File: src/rtl/can_id_priority_cam_if.sv
// Application-side bus of the CAN ID <-> priority table: write, lookup and reverse-read channels.
interface can_id_priority_cam_if #(
    parameter int unsigned ID_W   = 11,
    parameter int unsigned ADDR_W = 8
);
    logic              wr_en;
    logic [ADDR_W-1:0] wr_addr;
    logic [ID_W-1:0]   wr_id;
    logic              wr_valid;
    logic              wr_err;
    logic              clr;
    logic              init;
    logic              lk_req;
    logic [ID_W-1:0]   lk_id;
    logic              lk_busy;
    logic              lk_done;
    logic              lk_hit;
    logic [ADDR_W-1:0] lk_prio;
    logic              rd_req;
    logic [ADDR_W-1:0] rd_addr;
    logic              rd_ack;
    logic [ID_W-1:0]   rd_id;
    logic              rd_hit;

    modport master (
        output wr_en, wr_addr, wr_id, wr_valid, clr, init, lk_req, lk_id, rd_req, rd_addr,
        input  wr_err, lk_busy, lk_done, lk_hit, lk_prio, rd_ack, rd_id, rd_hit
    );

    modport slave (
        input  wr_en, wr_addr, wr_id, wr_valid, clr, init, lk_req, lk_id, rd_req, rd_addr,
        output wr_err, lk_busy, lk_done, lk_hit, lk_prio, rd_ack, rd_id, rd_hit
    );
endinterface

File: src/rtl/can_id_priority_cam.sv
// ID <-> priority table for CAN ID hopping: lowest-index-first sequential lookup,
// one-cycle reverse read, runtime writes, bulk clear and an identity-init sweep.
module can_id_priority_cam #(
    parameter int unsigned ID_W   = 11,
    parameter int unsigned DEPTH  = 16,
    parameter int unsigned ADDR_W = 8
) (
    input  logic                clk,
    input  logic                rst_n,
    can_id_priority_cam_if.slave bus
);
    localparam int unsigned       IDX_W     = (DEPTH > 1) ? $clog2(DEPTH) : 1;
    localparam logic [ADDR_W-1:0] LAST_IDX  = ADDR_W'(DEPTH - 1);
    localparam logic [ADDR_W-1:0] MISS_PRIO = '1;

    typedef enum logic [1:0] {
        ST_IDLE,
        ST_SEARCH,
        ST_INIT
    } state_e;

    state_e             state_q, state_d;
    logic [ADDR_W-1:0]  idx_q, idx_d;
    logic [ID_W-1:0]    key_q, key_d;
    logic [DEPTH-1:0]   valid_q, valid_d;

    logic               wr_err_q, wr_err_d;
    logic               lk_busy_q, lk_busy_d;
    logic               lk_done_q, lk_done_d;
    logic               lk_hit_q, lk_hit_d;
    logic [ADDR_W-1:0]  lk_prio_q, lk_prio_d;
    logic               rd_ack_q;
    logic [ID_W-1:0]    rd_id_q;
    logic               rd_hit_q;

    logic [ID_W-1:0]    mem [DEPTH];
    logic               mem_we;
    logic [IDX_W-1:0]   mem_waddr;
    logic [ID_W-1:0]    mem_wdata;

    logic               wr_in_range;
    logic               rd_in_range;
    logic [IDX_W-1:0]   wr_slot;
    logic [IDX_W-1:0]   rd_slot;
    logic [IDX_W-1:0]   idx_slot;
    logic               entry_match;

    assign wr_in_range = 32'(bus.wr_addr) < DEPTH;
    assign rd_in_range = 32'(bus.rd_addr) < DEPTH;
    assign wr_slot     = bus.wr_addr[IDX_W-1:0];
    assign rd_slot     = bus.rd_addr[IDX_W-1:0];
    assign idx_slot    = idx_q[IDX_W-1:0];
    assign entry_match = valid_q[idx_slot] && (mem[idx_slot] == key_q);

    // Next-state and next-output logic for the IDLE / SEARCH / INIT controller.
    always_comb begin
        state_d   = state_q;
        idx_d     = idx_q;
        key_d     = key_q;
        valid_d   = valid_q;
        lk_done_d = 1'b0;
        lk_hit_d  = lk_hit_q;
        lk_prio_d = lk_prio_q;
        wr_err_d  = bus.wr_en && ((state_q != ST_IDLE) || !wr_in_range);
        mem_we    = 1'b0;
        mem_waddr = wr_slot;
        mem_wdata = bus.wr_id;

        case (state_q)
            ST_IDLE: begin
                if (bus.clr) begin
                    valid_d = '0;
                end else if (bus.init) begin
                    state_d = ST_INIT;
                    idx_d   = '0;
                end else if (bus.lk_req) begin
                    state_d = ST_SEARCH;
                    idx_d   = '0;
                    key_d   = bus.lk_id;
                end
                // The write lands after a same-cycle clear and before a same-cycle search starts.
                if (bus.wr_en && wr_in_range) begin
                    mem_we           = 1'b1;
                    valid_d[wr_slot] = bus.wr_valid;
                end
            end

            ST_SEARCH: begin
                if (bus.clr) begin
                    valid_d   = '0;
                    state_d   = ST_IDLE;
                    lk_done_d = 1'b1;
                    lk_hit_d  = 1'b0;
                    lk_prio_d = MISS_PRIO;
                end else if (entry_match) begin
                    state_d   = ST_IDLE;
                    lk_done_d = 1'b1;
                    lk_hit_d  = 1'b1;
                    lk_prio_d = idx_q;
                end else if (idx_q == LAST_IDX) begin
                    state_d   = ST_IDLE;
                    lk_done_d = 1'b1;
                    lk_hit_d  = 1'b0;
                    lk_prio_d = MISS_PRIO;
                end else begin
                    idx_d = idx_q + ADDR_W'(1);
                end
            end

            ST_INIT: begin
                if (bus.clr) begin
                    valid_d = '0;
                    state_d = ST_IDLE;
                end else begin
                    mem_we            = 1'b1;
                    mem_waddr         = idx_slot;
                    mem_wdata         = ID_W'(idx_q);
                    valid_d[idx_slot] = 1'b1;
                    if (idx_q == LAST_IDX) begin
                        state_d = ST_IDLE;
                    end else begin
                        idx_d = idx_q + ADDR_W'(1);
                    end
                end
            end

            default: begin
                state_d = ST_IDLE;
            end
        endcase

        lk_busy_d = (state_d != ST_IDLE);
    end

    // Controller state, valid bits and lookup/write status outputs.
    always_ff @(posedge clk or negedge rst_n) begin
        if (!rst_n) begin
            state_q   <= ST_IDLE;
            idx_q     <= '0;
            key_q     <= '0;
            valid_q   <= '0;
            wr_err_q  <= 1'b0;
            lk_busy_q <= 1'b0;
            lk_done_q <= 1'b0;
            lk_hit_q  <= 1'b0;
            lk_prio_q <= MISS_PRIO;
        end else begin
            state_q   <= state_d;
            idx_q     <= idx_d;
            key_q     <= key_d;
            valid_q   <= valid_d;
            wr_err_q  <= wr_err_d;
            lk_busy_q <= lk_busy_d;
            lk_done_q <= lk_done_d;
            lk_hit_q  <= lk_hit_d;
            lk_prio_q <= lk_prio_d;
        end
    end

    // ID storage has no reset; only the valid bits define table contents.
    always_ff @(posedge clk) begin
        if (mem_we) begin
            mem[mem_waddr] <= mem_wdata;
        end
    end

    // Reverse read is independent of the controller and sees pre-write contents.
    always_ff @(posedge clk or negedge rst_n) begin
        if (!rst_n) begin
            rd_ack_q <= 1'b0;
            rd_id_q  <= '0;
            rd_hit_q <= 1'b0;
        end else begin
            rd_ack_q <= bus.rd_req;
            if (bus.rd_req) begin
                if (rd_in_range) begin
                    rd_id_q  <= mem[rd_slot];
                    rd_hit_q <= valid_q[rd_slot];
                end else begin
                    rd_id_q  <= '0;
                    rd_hit_q <= 1'b0;
                end
            end
        end
    end

    assign bus.wr_err  = wr_err_q;
    assign bus.lk_busy = lk_busy_q;
    assign bus.lk_done = lk_done_q;
    assign bus.lk_hit  = lk_hit_q;
    assign bus.lk_prio = lk_prio_q;
    assign bus.rd_ack  = rd_ack_q;
    assign bus.rd_id   = rd_id_q;
    assign bus.rd_hit  = rd_hit_q;
endmodule

File: src/flat_wrapper.sv
// flat-port wrapper written by rule: the top's interface ports become plain ports
module can_id_priority_cam_flat 
#(
    parameter int unsigned ID_W   = 11,
    parameter int unsigned DEPTH  = 16,
    parameter int unsigned ADDR_W = 8
)
  (clk, rst_n, bus_wr_en, bus_wr_addr, bus_wr_id, bus_wr_valid, bus_clr, bus_init, bus_lk_req, bus_lk_id, bus_rd_req, bus_rd_addr, bus_wr_err, bus_lk_busy, bus_lk_done, bus_lk_hit, bus_lk_prio, bus_rd_ack, bus_rd_id, bus_rd_hit);
  can_id_priority_cam_if #(.ID_W(ID_W), .ADDR_W(ADDR_W)) bus_i ();
  input  logic clk;
  input  logic rst_n;
  input wire logic [$bits(bus_i.wr_en)-1:0] bus_wr_en;
  input wire logic [$bits(bus_i.wr_addr)-1:0] bus_wr_addr;
  input wire logic [$bits(bus_i.wr_id)-1:0] bus_wr_id;
  input wire logic [$bits(bus_i.wr_valid)-1:0] bus_wr_valid;
  input wire logic [$bits(bus_i.clr)-1:0] bus_clr;
  input wire logic [$bits(bus_i.init)-1:0] bus_init;
  input wire logic [$bits(bus_i.lk_req)-1:0] bus_lk_req;
  input wire logic [$bits(bus_i.lk_id)-1:0] bus_lk_id;
  input wire logic [$bits(bus_i.rd_req)-1:0] bus_rd_req;
  input wire logic [$bits(bus_i.rd_addr)-1:0] bus_rd_addr;
  output wire logic [$bits(bus_i.wr_err)-1:0] bus_wr_err;
  output wire logic [$bits(bus_i.lk_busy)-1:0] bus_lk_busy;
  output wire logic [$bits(bus_i.lk_done)-1:0] bus_lk_done;
  output wire logic [$bits(bus_i.lk_hit)-1:0] bus_lk_hit;
  output wire logic [$bits(bus_i.lk_prio)-1:0] bus_lk_prio;
  output wire logic [$bits(bus_i.rd_ack)-1:0] bus_rd_ack;
  output wire logic [$bits(bus_i.rd_id)-1:0] bus_rd_id;
  output wire logic [$bits(bus_i.rd_hit)-1:0] bus_rd_hit;
  assign bus_i.wr_en = bus_wr_en;
  assign bus_i.wr_addr = bus_wr_addr;
  assign bus_i.wr_id = bus_wr_id;
  assign bus_i.wr_valid = bus_wr_valid;
  assign bus_i.clr = bus_clr;
  assign bus_i.init = bus_init;
  assign bus_i.lk_req = bus_lk_req;
  assign bus_i.lk_id = bus_lk_id;
  assign bus_i.rd_req = bus_rd_req;
  assign bus_i.rd_addr = bus_rd_addr;
  assign bus_wr_err = bus_i.wr_err;
  assign bus_lk_busy = bus_i.lk_busy;
  assign bus_lk_done = bus_i.lk_done;
  assign bus_lk_hit = bus_i.lk_hit;
  assign bus_lk_prio = bus_i.lk_prio;
  assign bus_rd_ack = bus_i.rd_ack;
  assign bus_rd_id = bus_i.rd_id;
  assign bus_rd_hit = bus_i.rd_hit;
  can_id_priority_cam #(.ID_W(ID_W), .DEPTH(DEPTH), .ADDR_W(ADDR_W)) u_core (.clk(clk), .rst_n(rst_n), .bus(bus_i));
endmodule
File: config.mk
export PLATFORM = sky130hd
export DESIGN_NAME = can_id_priority_cam_flat
export DESIGN_NICKNAME = d
export VERILOG_FILES = /design/src/rtl/can_id_priority_cam_if.sv /design/src/rtl/can_id_priority_cam.sv /design/src/flat_wrapper.sv
export SDC_FILE = /design/constraint.sdc
export NUM_CORES = 1
export LEC_CHECK = 0
export BUFFER_PORTS_ARGS = -buffer_cell sky130_fd_sc_hd__buf_4
export CORE_UTILIZATION = 55
export DETAILED_ROUTE_END_ITERATION = 10
export PLACE_DENSITY_LB_ADDON = 0.08
export SYNTH_ARGS = -nofsm -noshare
export SYNTH_HDL_FRONTEND = slang
export SYNTH_SLANG_ARGS = --single-unit
File: constraint.sdc
create_clock -name clk -period 3.9 [get_ports clk]
set_input_delay 0.39 -clock clk [delete_from_list [all_inputs] [get_ports clk]]
set_output_delay 0.39 -clock clk [all_outputs]
set_load 0.02 [all_outputs]
==> results.md, run 1 <==
* Area leader, netlist: edfxtp_1
* Final setup fails at 0
* Reg power frac at 38.8%
* GRT Overall Usage at 31.9%
* Nets at roughly 1000
* Antenna violations before repair at 1
* Yosys reg bits at ~240
* Fin. Hold Viols at 0
* Tmin final at 3.43 ns
* Drt drc at 0
* Synth top area share at between 40% and 50%
* Synth Warn # at 0
* Internal Power at 5640 uW
* Pleak at roughly 0.0055 uW
* Syn-to-layout area delta at 14.6%
* Final WL at 36200 um
* Die span in x at 153 um
* DRT iter0 DRCs at 942
* Post-synthesis instance area at 0.0125 mm2
* Critical path class: flop to flop
* Clk slew on worst S/H paths at ~0.06 ns
* Hpwl dp at 24100 um
* Post_cts resized at 0
* Crit path max fanout at 24
* Most used routing layer: met2
* Slew @ Worst Pin at around 1.1 ns
* Commonest cells after routing, fill and taps aside: edfxtp_1, buf_4, mux4_2
* CTS Buf Count at 26
* Multi-input gate area at roughly 0.0052 mm2
* First-pass GRT wire length at 55300 um
* Hold-fix buffer count after cts at 1
* Root buffer cell: clkbuf_16
* Post-synth EDFFs at 176
* Ys async rst share at 26.1%
* Switching share of power at approximately a third
* FMAX at a little under 300 MHz
* Combinational power share at 30.0%
* Clock group share of total power at 31.2%
* Utilization after layout at 65.1%
* Critical Path RT at approximately 4.3 ns
* Ys flop type: edfxtp_1
* Net Sw Power at roughly 2800 uW
* Synth area leaders: edfxtp_1, mux4_2, dfrtp_1
* Worst VDD drop at between 0.3 and 0.4 mV
* # diodes at 0
* Fillers at around 1600
* Latest clock arrival within the worst-skew pair at 0.54 ns
* DR pass1 iterations at 6
* Syn_nets at 948
* Routed length per placed instance at 28.3 um
* M2 GR Usage at 50.5%
* Sequential element share of the synthesized area at 54.6%
* Power Density at 584 mW/mm2
* Post-Synthesis Cells at 894
* ANT nets after route at 0
* GPL Wtd Cong at slightly above 0.9
* Clock buffer depth at 3
* Crit path capture type: flop
* Post-Route Setup TNS at 0 ns
* Max-slew headroom at around a quarter
* Clock skew at 0.0117 ns
* RSZ-0062 raised after global routing: no
* GR Util met3 at a little under 5%
* Reg area at 0.00685 mm2
* Hold Crit Class: input port to flop
* Vias in the first global route at 8803
* Slew Limit Fails at 0
* Status: complete, no violations
* FF-to-FF End: u_core.bus.lk_prio[7]
* Core ar. at approximately 0.022 mm2
* # port buffers at 70
* Initial core utilization at 56.8%
* GRT Residual Overflow at 0
* Worst reg2reg path startpoint: u_core.idx_q[0]
* Avg Vias per Cell at 6.94
* Num rows at 54
* Crit path capture: u_core.bus.lk_prio[7]
* I/O Pins at 71
* Worst reg2reg path depth at 10
* Met1 usage at between 40% and 50%
* Vias at 8858
* Maxcap violations at 0
* Largest net degree at the start of global routing at 63
* Chip Height at 153 um
* Flop2flop setup slack at between 0.4 and 0.5 ns
* Commonest non-fill, non-tap cell in the layout: edfxtp_1
* Max H-tree Level at 1
* Mapped Avg Cell Area at 14.0 um2
* Clock tree sinks at between 200 and 250
* Synth unique cells at 68
* TritonCTS clock tree: done
* Post-CTS setup buffers at 0
* Critical Path Start Type: flop
* CP startpoint: u_core.idx_q[0]
* Share of layout cells above drive strength 1 at between 20% and 30%
* CP arrival at just under 4 ns
* Die area at ~0.023 mm2
* Share of the clock period used by the worst path at 88.0%
-- cell type report --
class,count,area share [%]
clock buffer,30,4.78
timing repair buffer,114,6.23
sequential,238,47.6
inverter,44,1.15
tap,280,2.44
multi-input combinational,553,36.2
clock inverter,17,1.56
-- power by group through the flow --
stage	Combinational, uW	Sequential, uW	Clock, uW
detailed placement	2490	3290	0
CTS	2500	3250	2650
floorplan	1790	3200	0
global placement	2440	3290	0
finish	2520	3260	2620
global route	2690	3280	2750
-- Yosys cell counts (all sizes together), types with 2 or more instances --
cell type      count
and4               2
mux2              17
ha                 8
a22o               2
nor3b              5
a21oi             13
nor3              10
o32ai              2
and2               2
buf               31
a22oi              4
clkbuf            26
a311oi             9
xnor2              7
a32oi              3
o221ai             2
mux2i             38
nand3             23
a31oi             31
or3                4
nor2              68
o22ai             17
nand4             11
inv               42
o21ai             21
mux4              98
nor2b             11
o22a              16
a221oi             2
o211ai            12
nor4              14
clkdlybuf4s25      2
dfstp              8
clkinv             2
dfrtp             54
nand2             58
and3              16
nand2b             9
xor2               4
edfxtp           176
-- flip-flops by register name, indices dropped and copies added (netlist names) --
signal,cells
u_core.key_q,11
u_core.bus.rd_hit,1
u_core.bus.lk_hit,1
u_core.state_q,2
u_core.bus.lk_done,1
u_core.valid_q,16
u_core.bus.lk_busy,1
u_core.idx_q,8
u_core.bus.rd_ack,1
u_core.bus.lk_prio,8
u_core.bus.rd_id,11
u_core.mem,176
u_core.bus.wr_err,1
-- metrics by stage --
stage / cells / instance area (um2) / hold slack [ns] / setup slack [ns] / power, uW
floorplan: 894 / 12500 / 0.0944 / 1.15 / 4990
global placement: 1228 / 13500 / 0.495 / 0.599 / 5730
detailed placement: 1228 / 13500 / 0.508 / 0.564 / 5780
CTS: 1276 / 14400 / 0.0661 / 0.484 / 8400
global route: 1276 / 14400 / 0.0767 / 0.213 / 8710
finish: 1276 / 14400 / 0.0811 / 0.468 / 8400
-- worst min-delay path by stage --
stage                           from                     to  cells past startpoint
2_1_floorplan                  rst_n     u_core.bus.lk_busy                      0
3_3_place_gp   u_core.bus.lk_prio[5]  u_core.bus.lk_prio[5]                      2
3_5_place_dp   u_core.bus.lk_prio[4]  u_core.bus.lk_prio[4]                      2
4_1_cts                   bus_rd_req      u_core.bus.rd_ack                      1
5_1_grt                   bus_rd_req      u_core.bus.rd_ack                      1
6_report                  bus_rd_req      u_core.bus.rd_ack                      1
-- per-layer routing --
layer  up-vias  part of all wire [%]
met5         -                 0.036
met4         2                   4.5
met3        95                   9.2
met2       517                    47
met1      4523                    39
li1       3721                     -
-- worst max-delay path: stages (launching register included) --
cell      delay [ns]
dfrtp_4         0.71
buf_4           0.38
mux4_2          0.55
mux2i_1         0.23
xnor2_1         0.09
nor4_1          0.27
a41o_1          0.26
and4_1          0.27
buf_4           0.21
nor4_1          0.06
a311oi_1        0.27
-- cells by family after synthesis --
logic type / after synthesis / synth area share [%]
xor+xnor: 11 / 0.768
compound gates: 145 / 8.45
fa+ha+maj: 8 / 0.798
buf+inv: 103 / 3.94
flops: 238 / 54.6
simple gates: 236 / 9.18
mux: 153 / 22.3
Power figures use the tool's default switching activity.
==> inputs of run 2 (changes only) <==
- PLACE_DENSITY: not set -> 0.73
- PLACE_DENSITY_LB_ADDON: 0.08 -> not set
- TNS_END_PERCENT: not set -> 50
==> run 2 against run 1 <==
  * Power decreased by 4.0%
  * Clock skew about the same
  * Sequential share of layout area increased by 0.33 points
  * Maximum frequency decreased by 4.8%
  * Critical endpoint is now u_core.bus.lk_prio[6]
==> results.md, run 2 (synthesized netlist as in run 1, its figures left out) <==
* Max H-tree Level at 1
* Hold-fix buffer count after cts at 1
* DRT iter0 DRCs at approximately 950
* Pleak at 0.00543 uW
* GRT Residual Overflow at 0
* Crit path capture type: flop
* Worst VDD drop at 0.403 mV
* Antenna violations before repair at 0
* Root buffer cell: clkbuf_16
* Clock buffer depth at 3
* GRT Overall Usage at 30.8%
* # diodes at 0
* Routed length per placed instance at 27.7 um
* Vias at 8792
* Core ar. at 0.0221 mm2
* RSZ-0062 raised after global routing: no
* TritonCTS clock tree: done
* # port buffers at 70
* Slew @ Worst Pin at 0.968 ns
* Die area at 0.0234 mm2
* Num rows at 54
* Syn-to-layout area delta at 13.8%
* Hpwl dp at 23700 um
* CP arrival at 4.05 ns
* Critical Path RT at between 4 and 5 ns
* DR pass1 iterations at 6
* Hold Crit Class: input port to flop
* Slew Limit Fails at 0
* Final WL at 35500 um
* Post_cts resized at 0
* Chip Height at 153 um
* Commonest cells after routing, fill and taps aside: edfxtp_1, buf_4, mux4_2
* Clock tree sinks at 238
* Clock skew at roughly 0.012 ns
* Max-slew headroom at 35.3%
* Critical path class: flop to flop
* Max reg flops at about 180
* ANT nets after route at 0
* Post-Route Setup TNS at 0 ns
* Avg Vias per Cell at approximately 6.9
* Clk slew on worst S/H paths at 0.06 ns
* I/O Pins at around 70
* Final instance area at 0.0143 mm2
* GPL Wtd Cong at 0.967
* Crit path max fanout at 26
* Status: complete, no violations
* Fin. Hold Viols at 0
* Final setup fails at 0
* Latest clock arrival within the worst-skew pair at 0.53 ns
* Share of the clock period used by the worst path at between 90% and 100%
* Die span in x at 153 um
* Drt drc at 0
* Biggest register: u_core.mem
* Maxcap violations at 0
* Vias in the first global route at 8517
* Nets at between 1000 and 1500
* First-pass GRT wire length at 53300 um
* Critical Path Start Type: flop
* CTS Buf Count at 26
* Power Density at 565 mW/mm2
* Cell Area, Placed at 0.0135 mm2
* Tmin final at between 3 and 4 ns
* Post-CTS setup buffers at 0
* FMAX at 277 MHz
* Commonest non-fill, non-tap cell in the layout: edfxtp_1
* Share of layout cells above drive strength 1 at 29.1%
* Initial core utilization at between 50% and 60%
* Largest registers in the final layout: u_core.mem: 176 flops, u_core.valid_q: 16 flops
* Largest net degree at the start of global routing at between 60 and 70
run 2: critical path, stage by stage, from the launching register on:
cell	delay, ns
dfrtp_4	0.79
buf_4	0.34
mux4_2	0.53
mux2i_1	0.25
xnor2_1	0.11
nor4_1	0.43
a41o_1	0.20
and4_1	0.33
buf_4	0.21
nor4_2	0.05
a311oi_2	0.25
run 2: per-stage QoR:
stage	worst slack, ns	hold WS, ns	utilization (%)	cells	total power [uW]
global placement	0.524	0.495	61.0	1232	5710
floorplan	1.15	0.0944	-	894	4990
global route	0.0325	0.0920	64.6	1281	8340
detailed placement	0.382	0.507	61.0	1232	5750
finish	0.295	0.0885	64.6	1281	8070
CTS	0.368	0.0787	64.6	1281	8040
run 2: layout make-up:
class	count	area, um2
clock inverters	16	100
flip-flops and latches	238	6850
well taps	280	350
repair buffers	118	913
fillers	1626	7810
inverters	44	165
multi-input cells	553	5210
clock buffers	32	694
run 2: path summary, 6_finish.rpt:
kind                                            start                     to  slack, ns  depth (start not counted)
worst max-delay path                  u_core.idx_q[0]  u_core.bus.lk_prio[6]       0.29                         10
worst min-delay path                       bus_rd_req      u_core.bus.rd_ack       0.09                          1
worst max register to register        u_core.idx_q[0]  u_core.bus.lk_prio[6]       0.29                         10
worst min register to register  u_core.bus.lk_prio[7]  u_core.bus.lk_prio[7]       0.52                          2
max in group asynchronous                       rst_n        u_core.idx_q[0]       2.75                          2
min in group asynchronous                       rst_n      u_core.valid_q[7]       0.50                          2
run 2: metal layers:
layer	global-route usage, %	part of all wire (%)	vias to the layer above
li1	-	-	3735
met1	44.1	40	4465
met2	49.2	48	524
met3	4.39	9.3	68
met4	9.38	2.7	0
met5	0	0	-
run 2: report_power, final:
group          switching (uW)  internal [uW]
clock network             977           1320
registers                 283           3000
logic                    1440           1050
==> inputs of run 3 (changes only) <==
==> constraint.sdc (replaced) <==
create_clock -name clk -period 3.9 [get_ports clk]
set_input_delay 0.195 -clock clk [delete_from_list [all_inputs] [get_ports clk]]
set_output_delay 0.195 -clock clk [all_outputs]
set_load 0.02 [all_outputs]
==> run 3 against run 2 <==
  * First-iteration DRC count fell by 1.7%
  * Critical path depth did not move
  * Sequential cell count unchanged
  * Clock power up 10%
  * Die area stayed put
  * Non-clock buffer count grew 7
  * Setup slack better by 0.14 ns
  * Clock-buffer cell count is 1 lower
  * Sequential share of layout area down 0.58 points
  * Critical endpoint is now u_core.bus.lk_prio[2]
==> results.md, run 3 (synthesized netlist as in run 1, its figures left out) <==
* Status: complete, no violations
* RSZ-0062 raised after global routing: no
* DR pass1 iterations at 5
* Commonest cells after routing, fill and taps aside: edfxtp_1, buf_4, mux4_2
* Maxcap violations at 0
* Pleak at 0.00550 uW
* Critical Path Start Type: flop
* Slew Limit Fails at 0
* Critical Path RT at roughly 4.3 ns
* Commonest non-fill, non-tap cell in the layout: edfxtp_1
* Avg Vias per Cell at ~6.8
* Syn-to-layout area delta at 15.2%
* Max H-tree Level at 1
* Hold Crit Class: input port to flop
* Final setup fails at 0
* Final Hold Slack at 0.0295 ns
* Worst Hold Endpoint: u_core.bus.wr_err
* Worst reg2reg path depth at 10
* Vias at 8719
* Reg power frac at 39.6%
* Chip Height at around 150 um
* Clk slew on worst S/H paths at around 0.060 ns
* Flop2flop setup slack at 0.44 ns
* Worst VDD drop at between 0.3 and 0.4 mV
* Max-slew headroom at a little under a third
* WHS Path Cells at 3
* Clock group share of total power at 30.8%
* Fillers at 1553
* Hpwl dp at 22700 um
* Fin. Hold Viols at 0
* Tmin final at 3.46 ns
* # port buffers at 70
* Crit path capture type: flop
* FF-to-FF End: u_core.bus.lk_prio[2]
* I/O Pins at 71
* Internal Power at 5590 uW
* FMAX at 289 MHz
* Routed length per placed instance at 27.0 um
* Die area at 0.0234 mm2
* Core ar. at 0.0221 mm2
* Net Sw Power at 2680 uW
* Crit path max fanout at 25
* CP arrival at 3.89 ns
* CTS Buf Count at 26
* TritonCTS clock tree: done
* Vias in the first global route at 8541
* HP Start: bus_wr_en
* Latest clock arrival within the worst-skew pair at 0.53 ns
* Die span in x at 153 um
* First-pass GRT wire length at 52300 um
* Num rows at 54
* ANT nets after route at 0
* Share of the clock period used by the worst path at 88.7%
* GRT Overall Usage at a little over 30%
* Slew @ Worst Pin at 1.04 ns
* Clock buffer depth at 3
* GPL Wtd Cong at slightly below 1
* Nets at 1042
* Max reg flops at between 150 and 200
* Antenna violations before repair at 0
* Power Density at 572 mW/mm2
* Critical path class: flop to flop
* Total power at around 8300 uW
* Final WL at 34700 um
* Utilization after layout at 65.4%
* Post_cts resized at 0
* Switching share of power at about a third
* Clock skew at 0.0127 ns
* DRT iter0 DRCs at roughly 940
* Clock tree sinks at 238
* Worst reg2reg path startpoint: u_core.idx_q[0]
* # diodes at 0
* Share of layout cells above drive strength 1 at 28.2%
* Largest net degree at the start of global routing at 63
* Initial core utilization at 56.8%
* Drt drc at 0
* Largest registers in the final layout: u_core.mem: 176 flops, u_core.valid_q: 16 flops
* Post-Route Setup TNS at 0 ns
* Root buffer cell: clkbuf_16
* Biggest register: u_core.mem
* GRT Residual Overflow at 0
* Combinational power share at 29.6%
run 3: worst max path at each step:
stage                    start               endpoint  slack [ns]  cells after the start
2_1_floorplan  u_core.idx_q[0]        u_core.idx_q[1]        1.15                     10
3_3_place_gp   u_core.idx_q[0]  u_core.bus.lk_prio[6]        0.58                     10
3_5_place_dp   u_core.idx_q[0]  u_core.bus.lk_prio[2]        0.51                     10
4_1_cts        u_core.idx_q[0]  u_core.bus.lk_prio[2]        0.48                     10
5_1_grt        u_core.idx_q[0]  u_core.bus.lk_prio[2]        0.26                     10
6_report       u_core.idx_q[0]  u_core.bus.lk_prio[2]        0.44                     10
run 3: cell type report:
| type | count | area [um2] | area share, % |
|---|---|---|---|
| flip-flops and latches | 238 | 6850 | 47.4 |
| clock buffers | 31 | 711 | 4.92 |
| well taps | 280 | 350 | 2.42 |
| repair buffers | 125 | 1000 | 6.93 |
| clock inverters | 15 | 170 | 1.18 |
| inverters | 44 | 165 | 1.14 |
| multi-input cells | 553 | 5210 | 36.0 |
run 3: routing by layer:
metal | share of wire (%) | track usage [%] | routed length [um] | vias up
li1 | - | - | - | 3753
met1 | 40 | 42.3 | 13800 | 4342
met2 | 46 | 47.2 | 16000 | 530
met3 | 9.7 | 4.93 | 3370 | 94
met4 | 4.2 | 13.2 | 1460 | 0
met5 | 0 | 0 | 0 | -
run 3: critical path, cell delays in order (launching register included):
cell,delay (ns)
dfrtp_4,0.77
buf_12,0.29
mux4_2,0.53
nor3b_1,0.15
nor4_1,0.28
a31o_2,0.20
and4_1,0.25
and4_1,0.35
buf_4,0.21
nor4_1,0.05
a311oi_1,0.25
run 3: stage by stage:
stage	worst slack (ns)	std cells	instance area, um2
6_report	0.439	1286	14500
5_1_grt	0.265	1286	14500
4_1_cts	0.478	1286	14500
3_5_place_dp	0.511	1225	13400
3_3_place_gp	0.584	1225	13400
2_1_floorplan	1.15	894	12500
run 3: power groups by stage:
| stage | Combinational [uW] | Sequential, uW | Clock [uW] |
|---|---|---|---|
| after CTS | 2420 | 3260 | 2560 |
| after global placement | 2370 | 3300 | 0 |
| after floorplan | 1790 | 3200 | 0 |
| after detailed placement | 2400 | 3300 | 0 |
| final | 2450 | 3270 | 2540 |
| after global routing | 2610 | 3290 | 2650 |
run 3: timing repair:
action | CTS | global route
hold buffers | 15 | 0
setup buffers | 0 | 0
hold endpoints to repair | 79 | 0
